[config.mk]
export PLATFORM = sky130hd
export DESIGN_NAME = text_line_fetch
export DESIGN_NICKNAME = d
export VERILOG_FILES = /design/src/rtl/text_line_fetch.sv
export SDC_FILE = /design/constraint.sdc
export NUM_CORES = 1
export LEC_CHECK = 0
export CAP_MARGIN = 20
export CORE_MARGIN = 2
export CORE_UTILIZATION = 44
export CTS_CLUSTER_DIAMETER = 50
export DETAILED_ROUTE_END_ITERATION = 10
export HOLD_SLACK_MARGIN = 0.15
export PLACE_DENSITY = 0.81
export RECOVER_POWER = 25
export SETUP_SLACK_MARGIN = 0.02
export SYNTH_ARGS = -nofsm -noshare
export SYNTH_HDL_FRONTEND = slang
export SYNTH_SLANG_ARGS = --single-unit
[constraint.sdc]
create_clock -name clk -period 3.8 [get_ports clk]
set_input_delay 0.38 -clock clk [delete_from_list [all_inputs] [get_ports clk]]
set_output_delay 0.38 -clock clk [all_outputs]
set_load 0.03 [all_outputs]
[src/rtl/text_line_fetch.sv]
// Scanline fetch engine: walks a text row column by column, reads each character,
// looks up one glyph row via an external decoder/ROM and writes the pixels into a
// line buffer. Optional cursor inversion is enabled by defining TEXT_CURSOR_EN.
module text_line_fetch #(
    parameter int COLS        = 80,
    parameter int ASCII_WIDTH = 7,
    parameter int ADDR_WIDTH  = 11
) (
    input  logic                   clk,
    input  logic                   rst_n,
    input  logic                   start,
    input  logic [3:0]             line_cnt,
    output logic                   txt_rd,
    output logic [6:0]             txt_addr,
    input  logic [ASCII_WIDTH-1:0] txt_data,
    output logic [ASCII_WIDTH-1:0] dec_ascii,
    output logic [3:0]             dec_line,
    output logic                   font_rd,
    input  logic [7:0]             font_data,
    output logic                   lb_we,
    output logic [6:0]             lb_addr,
    output logic [7:0]             lb_data,
    output logic                   busy,
    output logic                   done
`ifdef TEXT_CURSOR_EN
    ,
    input  logic [6:0]             cursor_col,
    input  logic                   cursor_on
`endif
);

    typedef enum logic [2:0] {
        IDLE  = 3'd0,
        TXT   = 3'd1,
        LATCH = 3'd2,
        FONT  = 3'd3,
        WR    = 3'd4,
        FIN   = 3'd5
    } state_t;

    localparam logic [6:0] LAST_COL = 7'(COLS - 1);
    localparam logic [3:0] MAX_ROW  = 4'd10;

    generate
        if (COLS < 1 || COLS > 128 || ASCII_WIDTH < 1 || ADDR_WIDTH < 1) begin : g_bad_cfg
            $error("text_line_fetch: illegal parameter setting");
        end
    endgenerate

    state_t                 state_r;
    state_t                 next_state_s;
    logic [6:0]             col_r;
    logic [3:0]             line_r;
    logic [ASCII_WIDTH-1:0] dec_ascii_r;
    logic [3:0]             dec_line_r;
    logic                   txt_rd_r;
    logic                   font_rd_r;
    logic                   lb_we_r;
    logic                   busy_r;
    logic                   done_r;
    logic [7:0]             pix_s;

    // Next-state sequencing: four cycles per column, one FIN cycle at the end.
    always_comb begin
        next_state_s = state_r;
        case (state_r)
            IDLE: begin
                if (start) begin
                    next_state_s = TXT;
                end else begin
                    next_state_s = IDLE;
                end
            end
            TXT:   next_state_s = LATCH;
            LATCH: next_state_s = FONT;
            FONT:  next_state_s = WR;
            WR: begin
                if (col_r == LAST_COL) begin
                    next_state_s = FIN;
                end else begin
                    next_state_s = TXT;
                end
            end
            FIN:     next_state_s = IDLE;
            default: next_state_s = IDLE;
        endcase
    end

    // State register and strobes, registered from the next state so they line up with it.
    always_ff @(posedge clk) begin
        if (!rst_n) begin
            state_r   <= IDLE;
            txt_rd_r  <= 1'b0;
            font_rd_r <= 1'b0;
            lb_we_r   <= 1'b0;
            busy_r    <= 1'b0;
            done_r    <= 1'b0;
        end else begin
            state_r   <= next_state_s;
            txt_rd_r  <= (next_state_s == TXT);
            // Rows past the glyph height never touch the ROM.
            font_rd_r <= (next_state_s == FONT) && (line_r <= MAX_ROW);
            lb_we_r   <= (next_state_s == WR);
            busy_r    <= (next_state_s == TXT) || (next_state_s == LATCH) ||
                         (next_state_s == FONT) || (next_state_s == WR);
            done_r    <= (next_state_s == FIN);
        end
    end

    // Datapath: column counter, latched glyph row and the decoder-facing character.
    always_ff @(posedge clk) begin
        if (!rst_n) begin
            col_r       <= 7'd0;
            line_r      <= 4'd0;
            dec_ascii_r <= '0;
            dec_line_r  <= 4'd0;
        end else begin
            case (state_r)
                IDLE: begin
                    if (start) begin
                        line_r <= line_cnt;
                        col_r  <= 7'd0;
                    end else begin
                        line_r <= line_r;
                        col_r  <= col_r;
                    end
                end
                LATCH: begin
                    dec_ascii_r <= txt_data;
                    dec_line_r  <= line_r;
                end
                WR: begin
                    if (col_r != LAST_COL) begin
                        col_r <= col_r + 7'd1;
                    end else begin
                        col_r <= col_r;
                    end
                end
                default: begin
                    col_r <= col_r;
                end
            endcase
        end
    end

    // Write data comes straight from the ROM, which answers in the WR cycle.
    always_comb begin
        pix_s = 8'h00;
        if (line_r > MAX_ROW) begin
            pix_s = 8'h00;
        end else begin
            pix_s = font_data;
        end
`ifdef TEXT_CURSOR_EN
        if (cursor_on && (col_r == cursor_col)) begin
            pix_s = ~pix_s;
        end else begin
            pix_s = pix_s;
        end
`endif
        if (state_r == WR) begin
            lb_data = pix_s;
        end else begin
            lb_data = 8'h00;
        end
    end

    assign txt_rd    = txt_rd_r;
    assign txt_addr  = col_r;
    assign dec_ascii = dec_ascii_r;
    assign dec_line  = dec_line_r;
    assign font_rd   = font_rd_r;
    assign lb_we     = lb_we_r;
    assign lb_addr   = col_r;
    assign busy      = busy_r;
    assign done      = done_r;

endmodule
==> results.txt, run 1 <==
The worst register-to-register path has a depth of 5. The clock tree from TritonCTS is built. The setup TNS is 0 ps. The minimum setup slack among reg-to-reg paths came out at around 1700 ps. The sum of routed wire length over all layers is 3.050 mm.

The number of antenna violations at the first check in global routing came out at 0. The depth of the CTS H-tree came out at 2. The total of hold buffers inserted after clock tree synthesis is 0. The most frequently used flop master after synthesis is dfxtp_1.

The worst-case clock skew is 3.660 ps. The standby leakage power came out at a little over 0.7 nW. For this block, the initial DRC count from the detailed router was 45. In this run the deepest clock path goes through 2 buffers.

At the pin with the least slew margin, the transition time is 1274 ps. STA classifies the critical path endpoint as an output port. The via total after detailed routing came out at between 1000 and 1500. The HPWL after detailed placement is 2.288 mm. Counting distinct cell types in the post-synthesis netlist gives 35. Sequential cells burn a little over two fifths of the power.

The number of sinks handled by clock tree synthesis is 30. The first global-routing pass estimated 5.085 mm of wire. The worst setup path is launched from a flip-flop.

The placed instance area came out at 1859 um2. The number of antenna-violating nets in the routed design came out at 0. IR analysis of the VDD net gives a maximum drop of roughly 0.21 mV.

Entering global routing, the biggest net connects 25 pins. The number of placed I/O pins came out at 60. Dividing the detail-routed wire length by the instance count gives ~14 um. The placer congestion estimate came out at approximately 0.74.

The count of maximum capacitance violations came out at 0. The residual overflow from global routing is 0. The critical path data arrival time came out at about 2300 ps. The post-detailed-route via-to-cell ratio came out at around 5.1.

The final critical delay including setup and external delays came out at 2640 ps. Buffers placed on the I/O ports in this run total around 60. The power density relative to cell area came out at slightly above 400 nW/um2. The startpoint identified for the worst register-to-register timing path is lb_addr[0].

The initial utilization of the core area, before any placement, comes to 47.32%. The checks that failed: DRC. The die extent in x came out at about 60 um. The via count of the first global-routing pass came out at between 1000 and 1500. The net count of the mapped netlist came out at around 160.

Setup violations remaining at the end of the flow were counted as 0. The number of rows in the core area is 19. After clock tree synthesis, the repair step resized 0 gates. Setup repair after global routing left no endpoint under its margin. The sequential share of the synthesized area is 45.24%.

Of the total power, the clock network draws about 42%. Clock-pin slew was measured on the worst setup and hold paths at approximately 100 ps. The length of the first detailed-routing pass in iterations came out at 7.

The Yosys warning count came out at 0. The maximum clock frequency came out at around 0.38 GHz. The gate count of the mapped netlist is around 140. The switching portion of total power is 23.63%. The final max-slew violation count is 0.

The count of endpoints failing hold in the final timing report came to 0. The worst register-to-register path ends at lb_addr[3]. The worst hold path passes through 2 cells. The die boundary height came out at a little under 60 um.

The post-route fraction of the period consumed by the critical path came out at between 60% and 70%. The register bit count reported by yosys is 30. The run finished, with violations left. Global routing used between 10% and 20% of the available tracks across all layers. The min-delay analysis places its worst path in the category flip-flop to flip-flop. The final routed DRC violation total is 3. Internal power comes to between 600 and 700 uW.

The combinational power share is about 15%. Once the clock tree was built, the setup fixing pass inserted 0 buffers. The worst max-slew margin expressed relative to the limit came out at between 10% and 20%.

In the synthesized netlist the async set-or-reset flop fraction comes to 0%. For this design the total switching power over the nets is approximately 190 uW. Averaged over all synthesized cells, the footprint is about 9.6 um2. The highest fanout seen on the critical path came out at 11. At the later pin of the worst-skew pair, clock insertion delay measures 330 ps. The number of antenna diodes is 0. The area added between synthesis and finish is 47.41%. The final cell area excluding filler cells came out at between 1500 and 2000 um2. The total CTS buffers came out at 5. Data on the critical path is required at its endpoint by 3420 ps. The die area came out at roughly 3500 um2. The post-synthesis cell area came out at roughly 1300 um2. The worst setup path is of the flip-flop to output port kind. The post-route worst hold slack came out at between 500 and 600 ps. The number of flops mapped to enable cells by yosys came out at 0. The net count of the finished layout is ~220. The post-place setup slack came out at 1457 ps. The share of layout cells above drive strength 1 is 6.736%. After layout, the worst setup slack is 1160 ps. The area of the core region came out at 2805 um2. In this run the worst setup path terminates at lb_data[4]. Tracing the worst setup path back leads to its startpoint at state_r[2].

The tree is rooted in a clkbuf_4.
==> cell usage in the layout, fill, tap and decap left out, types with 5 or more instances in the layout <==
cell type	Yosys	routed
nor2_1	20	20
mux2i_1	15	15
a21oi_1	8	8
clkbuf_4	0	5
dfxtp_1	30	30
or3_1	5	5
dlygate4sd3_1	0	6
clkdlybuf4s50_1	0	53
nand2_1	6	6
and2_1	8	8
==> cells by family after synthesis <==
logic type,count (synthesis),share of synthesized area [%]
XOR/XNOR,1,0.6599
flip-flops,30,45.24
buffers and inverters,17,8.575
adder cells (fa/ha/maj),1,0.9424
AO/OA/AOI/OAI,17,8.859
AND/OR/NAND/NOR,58,24.41
multiplexers,15,11.31
==> routing by layer <==
metal  GRT usage (%)  vias to the layer above  part of all wire, %
li1                -                      576                    -
met1           21.64                      533                   40
met2           32.54                       32                   52
met3           8.352                        8                  5.6
met4           8.766                        0                  2.3
met5               0                        -                    0
==> final cells by class <==
| cell class | count | area [um2] |
|---|---|---|
| Fill cell | 221 | 848.3 |
| Timing Repair Buffer | 60 | 601.8 |
| Sequential cell | 30 | 600.6 |
| Multi-Input combinational cell | 92 | 593.1 |
| Clock inverter | 2 | 60.06 |
| Clock buffer | 6 | 51.30 |
| Tap cell | 31 | 38.79 |
| Inverter | 3 | 11.26 |
==> registers in the layout, summed over array words and instances, names as in the netlist <==
signal     count
dec_line       4
line_r         4
dec_ascii      7
state_r        3
busy           1
lb_addr        7
done           1
lb_we          1
font_rd        1
txt_rd         1
==> synth_stat cells, types with 3 or more instances <==
cell type | instances | area share (%)
inv_1 | 3 | 0.85
nor3_1 | 3 | 1.1
and2_1 | 8 | 3.8
nand3_1 | 3 | 1.1
mux2i_1 | 15 | 11
a21oi_1 | 8 | 3.0
nor2_1 | 20 | 5.7
nand2_1 | 6 | 1.7
or3_1 | 5 | 2.4
o21ai_0 | 3 | 1.1
dfxtp_1 | 30 | 45
buf_4 | 9 | 5.1
==> worst min-delay path by stage <==
stage                  from            to
2_1_floorplan     line_r[3]     line_r[3]
3_3_place_gp   dec_ascii[5]  dec_ascii[5]
3_5_place_dp   dec_ascii[4]  dec_ascii[4]
4_1_cts        dec_ascii[4]  dec_ascii[4]
5_1_grt        dec_ascii[0]  dec_ascii[0]
6_report       dec_ascii[4]  dec_ascii[4]
==> power groups by stage <==
stage	registers (mW)	logic, mW	clock network (mW)
2_1_floorplan	0.361	0.0679	0
3_3_place_gp	0.350	0.122	0
3_5_place_dp	0.352	0.124	0
4_1_cts	0.345	0.125	0.348
5_1_grt	0.346	0.132	0.358
6_report	0.344	0.122	0.338
==> stage by stage <==
step	power [mW]	cells	utilization, %
final	0.8035	224	69.76
after global routing	0.8364	224	69.76
after CTS	0.8174	223	70.25
after detailed placement	0.4764	215	66.28
after global placement	0.4723	215	66.28
after floorplan	0.4292	139	-
==> worst max-delay path, stage by stage (launching register included) <==
cell	delay, ps
dfxtp_1	530
nand2_1	190
nor2_1	330
and2_1	200
clkdlybuf4s50_1	670
No activity file was read; power rests on OpenSTA's default activity.
==> inputs of run 2 (changes only) <==
CORE_UTILIZATION = 37   (was 44)
PLACE_DENSITY = 0.72   (was 0.81)
clock period = 2.1 ns   (was 3.8 ns; I/O delays follow)
==> run 2 against run 1 <==
  * The run now ends clean
  * First-iteration DRC count increased by 6.7%
  * Critical path type unchanged
  * Via count increased by 3.4%
  * Combinational power increased by 96%
  * Sequential share of layout area decreased by 0.77 points
  * Routed wire length increased by 2.4%
  * Non-clock buffer count increased by 6
  * Core utilization decreased by 11 points
  * Critical endpoint is now lb_data[0]
  * Final cell count increased by 9.4%
  * Die area increased by 18%
  * Clock-buffer cell count unchanged
==> results.txt, run 2 (synthesized netlist as in run 1, its figures left out) <==
The number of design-rule violations left by the first detailed-router iteration is 48 (+6.7%). The number of rows in the core area is 21 (+2). The kind of end point of the critical path is an output port.

The utilization of the core after routing is 59.21% (-11 points). The area growth from synthesis to layout is 51.18%. The top cell types in the final layout, fill and taps aside, are clkdlybuf4s50_1 (50), dfxtp_1 (30), nor2_1 (19). The share of layout cells above drive strength 1 came out at 9.548% (+2.8 points). The net count of the finished layout is 221 (+2.8%). The setup TNS came out at 0 ps (unchanged). The category of cells accounting for the largest share of critical-path delay is simple AND/OR/NAND/NOR gates. The number of placed I/O pins is 60 (unchanged). The final count of negative-setup-slack endpoints is 0 (unchanged). The highest fanout seen on the critical path came out at 8 (-3). The die boundary height is 63.90 um (+8.4%). The via total after detailed routing is 1188 (+3.4%). In this run the worst setup path terminates at lb_data[0]. The critical path data arrival time came out at 1730 ps (-530 ps).

The die extent in x is 63.90 um (+8.4%). The launch point of the worst path is state_r[0]. The worst-case clock skew is 13.06 ps (+9.402 ps). The number of buffer and inverter stages on the critical path was 1 (unchanged). The via count of the first global-routing pass is 1191 (+3.4%).

The first-pass GRT wire length was 5.202 mm (+2.3%). The slew at the pin closest to its max-slew limit came out at 480.0 ps (-794.3 ps). The maximum clock frequency came out at approximately 0.5 GHz. The residual overflow from global routing is 0 (unchanged). The final routed DRC violation total came out at 0 (-3). The global routing usage summed across all routing layers is 16.26% (-3.3 points). The count of endpoints failing hold in the final timing report is 0 (unchanged). The master of the slowest instance on the critical path is dlygate4sd2_1. The signal on the critical path passes through nor2_4 > nand2_1 > nor2_4 > and2_1 > dlygate4sd2_1.

The die area is 4083 um2 (+18%). The depth of the CTS H-tree came out at 2 (unchanged). The clock input transition at the sequential cells of the worst setup and hold paths was 100 ps (about the same). The half-perimeter wire length after detailed placement is 2.389 mm (+4.5%). The count of maximum capacitance violations came out at 0 (unchanged). The largest net degree at the start of global routing is 17 (-32%). In this run the critical register-to-register path is launched from state_r[1]. The post-place setup slack came out at 99.97 ps (-1357 ps).

The number of antenna violations at the first check in global routing came to 0 (unchanged). The critical path in this run is classified as flip-flop to output port. The buffer levels on the longest clock path was 2 (unchanged).

The largest vdd supply drop is 0.5618 mV (+170%). In this run the critical register-to-register path is captured at dec_line[2]. The cell count of the worst reg-to-reg path came to 5 (unchanged). The clock latency reported for the late side of the worst-skew pair is 340 ps (about the same). The logic depth of the worst path, buffers included is 5 (+1).

The total CTS buffers was 5 (unchanged). The class of the tightest hold or removal check is primary input to flip-flop. Setup repair after global routing left no endpoint under its margin. The power density relative to cell area is 730.2 nW/um2 (+78%). The final critical delay including setup and external delays came out at about 1900 ps. The peak per-stage delay on the critical path was 400 ps (-270 ps).

The minimum setup slack among reg-to-reg paths is 280 ps (-1380 ps). The worst setup slack after layout came out at 157.1 ps (-1003 ps). The worst endpoint required time is 1890 ps (-1530 ps).

The number of buffers inserted by post-CTS setup repair is 0 (unchanged). The length of the first detailed-routing pass in iterations came out at 4 (-3). The area of the core region came out at 3390 um2 (+21%). STA classifies the critical path startpoint as a flip-flop. The post-detailed-route via-to-cell ratio came out at 4.849 (-5.5%). The number of antenna diodes is 0 (unchanged). The clock tree from TritonCTS is built.

The final max-slew violation count is 0 (unchanged). CTS placed an instance of clkbuf_4 at the clock tree root. The placer congestion estimate is 0.7321 (-0.89%). The total of hold buffers inserted after clock tree synthesis was 0 (unchanged). The cell type with the highest occurrence count on the critical path is nor2_4. Of the available clock period, the critical path in the final layout requires just over 90%. The count of buffers from port buffering was 59 (unchanged).

The post-detailed-route wirelength per cell was 12.75 um (-6.4%). The standby leakage power came out at 0.7503 nW (+5.8%). The worst max-slew margin expressed relative to the limit came out at 68.00% (+54 points). The initial standard-cell utilization of the core is 39.17% (-8.2 points). The number of antenna-violating nets in the routed design came to 0 (unchanged). The number of sinks handled by clock tree synthesis was 30 (unchanged).

The sum of routed wire length over all layers came out at 3.124 mm (+2.4%). The flow ran to the end, and the final reports show no timing, DRC or antenna violations. Leaving out fill and tap cells, the most frequent cell in the layout is clkdlybuf4s50_1.
==> run 2: cell count changes in the layout (fill, tap and decap cells not counted), sizes merged <==
cell           change
clkdlybuf4s50      -3
clkbuf             +6
clkdlybuf4s15      +1
dlygate4sd2        +5
buf                +2
dlygate4sd3        -5
==> run 2: timing repair <==
action / 4_1_cts / 5_1_grt
endpoints found under the hold margin: 0 / 0
gates resized for setup: 9 / 6
endpoints found under the setup margin: 8 / 8
==> run 2: cell type report <==
type	instances	area (um2)
clock buffer	6	51.30
inverter	3	11.26
sequential	30	600.6
multi-input combinational	92	614.3
timing repair buffer	66	611.8
clock inverter	2	60.06
fill	291	1383
tap	46	57.56
==> run 2: how the worst min path moves through the flow <==
stage                  from            to  slack (ps)  cells after the start
3_3_place_gp   dec_ascii[5]  dec_ascii[5]         480                      2
4_1_cts         txt_data[5]  dec_ascii[5]         460                      3
2_1_floorplan   line_cnt[0]     line_r[0]         360                      2
3_5_place_dp   dec_ascii[5]  dec_ascii[5]         490                      2
5_1_grt         txt_data[6]  dec_ascii[6]         470                      3
6_report        txt_data[5]  dec_ascii[5]         480                      3
==> run 2: per-stage QoR <==
| stage | power [mW] | hold WS (ps) | area [um2] | cells |
|---|---|---|---|---|
| finish | 1.465 | 475.5 | 2007 | 245 |
| global route | 1.519 | 466.1 | 2007 | 245 |
| CTS | 1.492 | 461.3 | 2034 | 245 |
| detailed placement | 0.8800 | 485.7 | 1931 | 237 |
| global placement | 0.8718 | 476.1 | 1931 | 237 |
| floorplan | 0.7767 | 357.2 | 1328 | 139 |
==> run 2: tightest hold or removal path, delay by kind of cell <==
family        cells  cell delay, ps
simple gates      1              50
mux               1             130
buf+inv           1             390
==> run 2: power breakdown <==
part           internal [mW]  switching [mW]  leakage (nW)
sequential             0.597          0.0164         0.244
combinational          0.117           0.123         0.448
clock                  0.403           0.210        0.0585
==> run 2: layer usage <==
metal	up-vias	track usage (%)	routed length (um)
met1	552	17.67	1295
met2	34	28.26	1595
met5	-	0	0
li1	594	-	-
met4	0	6.793	70
met3	8	5.986	163
==> inputs of run 3 (changes only) <==
CORE_ASPECT_RATIO = 1.75   (was not set)
==> run 3 against run 2 <==
  * Hold slack gained 22 ps
  * Final cell count decreased by 0.82%
  * Total power fell by 8.4%
  * Sequential cell count did not move
  * Clock-buffer cell count stayed put
  * Combinational power is essentially flat
  * Clock skew fell by 9.0 ps
  * Routed wire length up 3.0%
  * Clock power is 21% lower
  * Register-to-register slack worse by 50 ps
  * Worst setup slack improved by 7.6 ps
  * Critical endpoint is now lb_data[2]
==> results.txt, run 3 (synthesized netlist as in run 1, its figures left out) <==
The run finished with clean final reports. The buffer levels on the longest clock path came to 2 (unchanged). The count of maximum capacitance violations is 0 (unchanged).

The number of standard cells in the layout, taps in and fillers out is 243 (-0.82%). The setup TNS came out at 0 ps (unchanged). The sequential cell area in the final layout is 600.6 um2 (unchanged). The highest fanout seen on the critical path came out at 8 (unchanged). The post-detailed-route via-to-cell ratio came out at 4.856 (+0.14%).

The die boundary height is 83.24 um (+30%). The number of sinks handled by clock tree synthesis came out at 30 (unchanged). The count of buffers from port buffering is 59 (unchanged). The sum of routed wire length over all layers is 3.218 mm (+3.0%). The count of endpoints failing hold in the final timing report came out at 0 (unchanged).

The largest vdd supply drop came out at 0.5400 mV (-3.9%). The number of rows in the core area is 28 (+33%). The final max-slew violation count is 0 (unchanged).

The global routing usage summed across all routing layers is 17.12% (+0.86 points). The net count of the finished layout is 220 (-0.45%). TritonCTS built the clock tree. The number of design-rule violations left by the first detailed-router iteration is 17 (-65%). The number of antenna violations at the first check in global routing is 0 (unchanged).

The depth of the CTS H-tree was 2 (unchanged). The critical path data arrival time came out at 1730 ps (about the same). The area growth from synthesis to layout is 49.76%. STA classifies the critical path startpoint as a flip-flop. The area of the core region came out at 3398 um2 (+0.26%). The die area came out at 4102 um2 (+0.46%). The half-perimeter wire length after detailed placement came out at 2.434 mm (+1.9%). The first-pass GRT wire length came out at 5.437 mm (+4.5%). The switching power came out at 365.8 uW (+4.9%). The worst setup slack after layout is 164.7 ps (+7.644 ps).

The kind of end point of the critical path is an output port. Setup repair after global routing left no endpoint under its margin. The fill cell instance count of the final layout is 340 (+17%). The length of the first detailed-routing pass in iterations is 4 (unchanged). The worst-case clock skew came out at 4.087 ps (-8.974 ps). The total CTS buffers is 5 (unchanged). Leaving out fill and tap cells, the most frequent cells in the layout are clkdlybuf4s50_1 (50), dfxtp_1 (30), nor2_1 (19). The switching portion of total power came to 27.24% (+3.4 points).

The final count of negative-setup-slack endpoints is 0 (unchanged). The total of hold buffers inserted after clock tree synthesis is 0 (unchanged). The instance count after placement with tap cells included came out at 235 (-0.84%). The critical path is of the flip-flop to output port type. The post-detailed-route wirelength per cell came out at 13.24 um (+3.9%). The worst endpoint required time is 1890 ps (about the same). The via total after detailed routing came out at 1180 (-0.67%). The standby leakage power is 0.7516 nW (+0.18%). The multi-input logic area is 609.3 um2 (-0.81%). Clock tree synthesis selected as its root buffer the cell clkbuf_8.

The number of antenna diodes came to 0 (unchanged). The maximum clock frequency is 0.5167 GHz (+0.39%). The number of placed I/O pins came to 60 (unchanged).

The share of layout cells above drive strength 1 came out at 9.091% (-0.46 points). Leaving out fill and tap cells, the most frequent cell in the layout is clkdlybuf4s50_1. The worst max-slew margin expressed relative to the limit is 47.71% (-20 points).

The largest net degree at the start of global routing came out at 17 (unchanged). The via count of the first global-routing pass came out at 1180 (-0.92%). The post-place setup slack came out at 112.3 ps (+12.34 ps).

The final routed DRC violation total came to 0 (unchanged). The clock latency reported for the late side of the worst-skew pair came to 290 ps (-50 ps). The final critical delay including setup and external delays is 1935 ps (-7.644 ps). The clock input transition at the sequential cells of the worst setup and hold paths came out at 60 ps (-40 ps). The internal power of the cells came out at 976.9 uW (-13%).

The post-route fraction of the period consumed by the critical path came out at 92.16% (-0.36 points). The number of gates resized after CTS is 9 (unchanged). The power density relative to cell area is 675.3 nW/um2 (-7.5%).

The number of antenna-violating nets in the routed design is 0 (unchanged). The number of buffers inserted by post-CTS setup repair came out at 0 (unchanged). The die extent in x is 49.28 um (-23%). The post-route worst hold slack is 497.5 ps (+21.96 ps). In this run the worst hold path is classified as flip-flop to flip-flop. The fraction of power consumed by sequential logic is 45.8% (+4.0 points). The initial standard-cell utilization of the core is 39.06% (-0.10 points).

The combinational power share is 18.0% (+1.7 points). The clock network power share came to 36.2% (-5.6 points). The residual overflow from global routing came out at 0 (unchanged). The placer congestion estimate is 0.7472 (+2.1%).

The slew at the pin closest to its max-slew limit was 784.4 ps (+304.4 ps).
run 3: per-layer routing:
metal  track usage (%)  share of wire, %  vias to the layer above
met5                 0                 0                        -
met4             7.013               1.5                        0
met3             6.475               7.5                        5
met2             30.10                54                       48
met1             17.66                37                      546
li1                  -                 -                      581
run 3: power groups by stage:
| stage | Sequential (mW) | Clock [mW] | Combinational [mW] |
|---|---|---|---|
| after floorplan | 0.654 | 0 | 0.123 |
| after global placement | 0.626 | 0 | 0.245 |
| after detailed placement | 0.627 | 0 | 0.251 |
| after CTS | 0.616 | 0.495 | 0.251 |
| after global routing | 0.618 | 0.521 | 0.262 |
| final | 0.615 | 0.486 | 0.241 |
run 3: final timing paths:
kind | startpoint | to | slack [ps] | depth (start not counted)
max | state_r[0] | lb_data[2] | 160 | 5
min | dec_line[1] | dec_line[1] | 500 | 2
max reg2reg | state_r[1] | dec_line[2] | 230 | 5
min reg2reg | dec_line[1] | dec_line[1] | 500 | 2
run 3: area by class of cell:
cell class | instances | area share [%]
clock buffer | 6 | 4.154
clock inverter | 2 | 0.6293
inverter | 3 | 0.5664
multi-input combinational | 92 | 30.65
sequential | 30 | 30.21
tap | 45 | 2.832
timing repair buffer | 65 | 30.96
run 3: critical path, cell delays in order, from the launching register on:
cell and delay (ps):
dfxtp_1 330, nor2_4 160, nand2_1 150, nor2_2 230
and2_1 150, dlygate4sd2_1 410
run 3: per-stage QoR:
step                      power [mW]  util, %  instance area, um2
final                          1.343    58.51                1988
after global placement        0.8711    56.55                1922
after detailed placement      0.8778    56.55                1922
after CTS                      1.362    59.13                2009
after global routing           1.402    58.51                1988
after floorplan               0.7767        -                1328
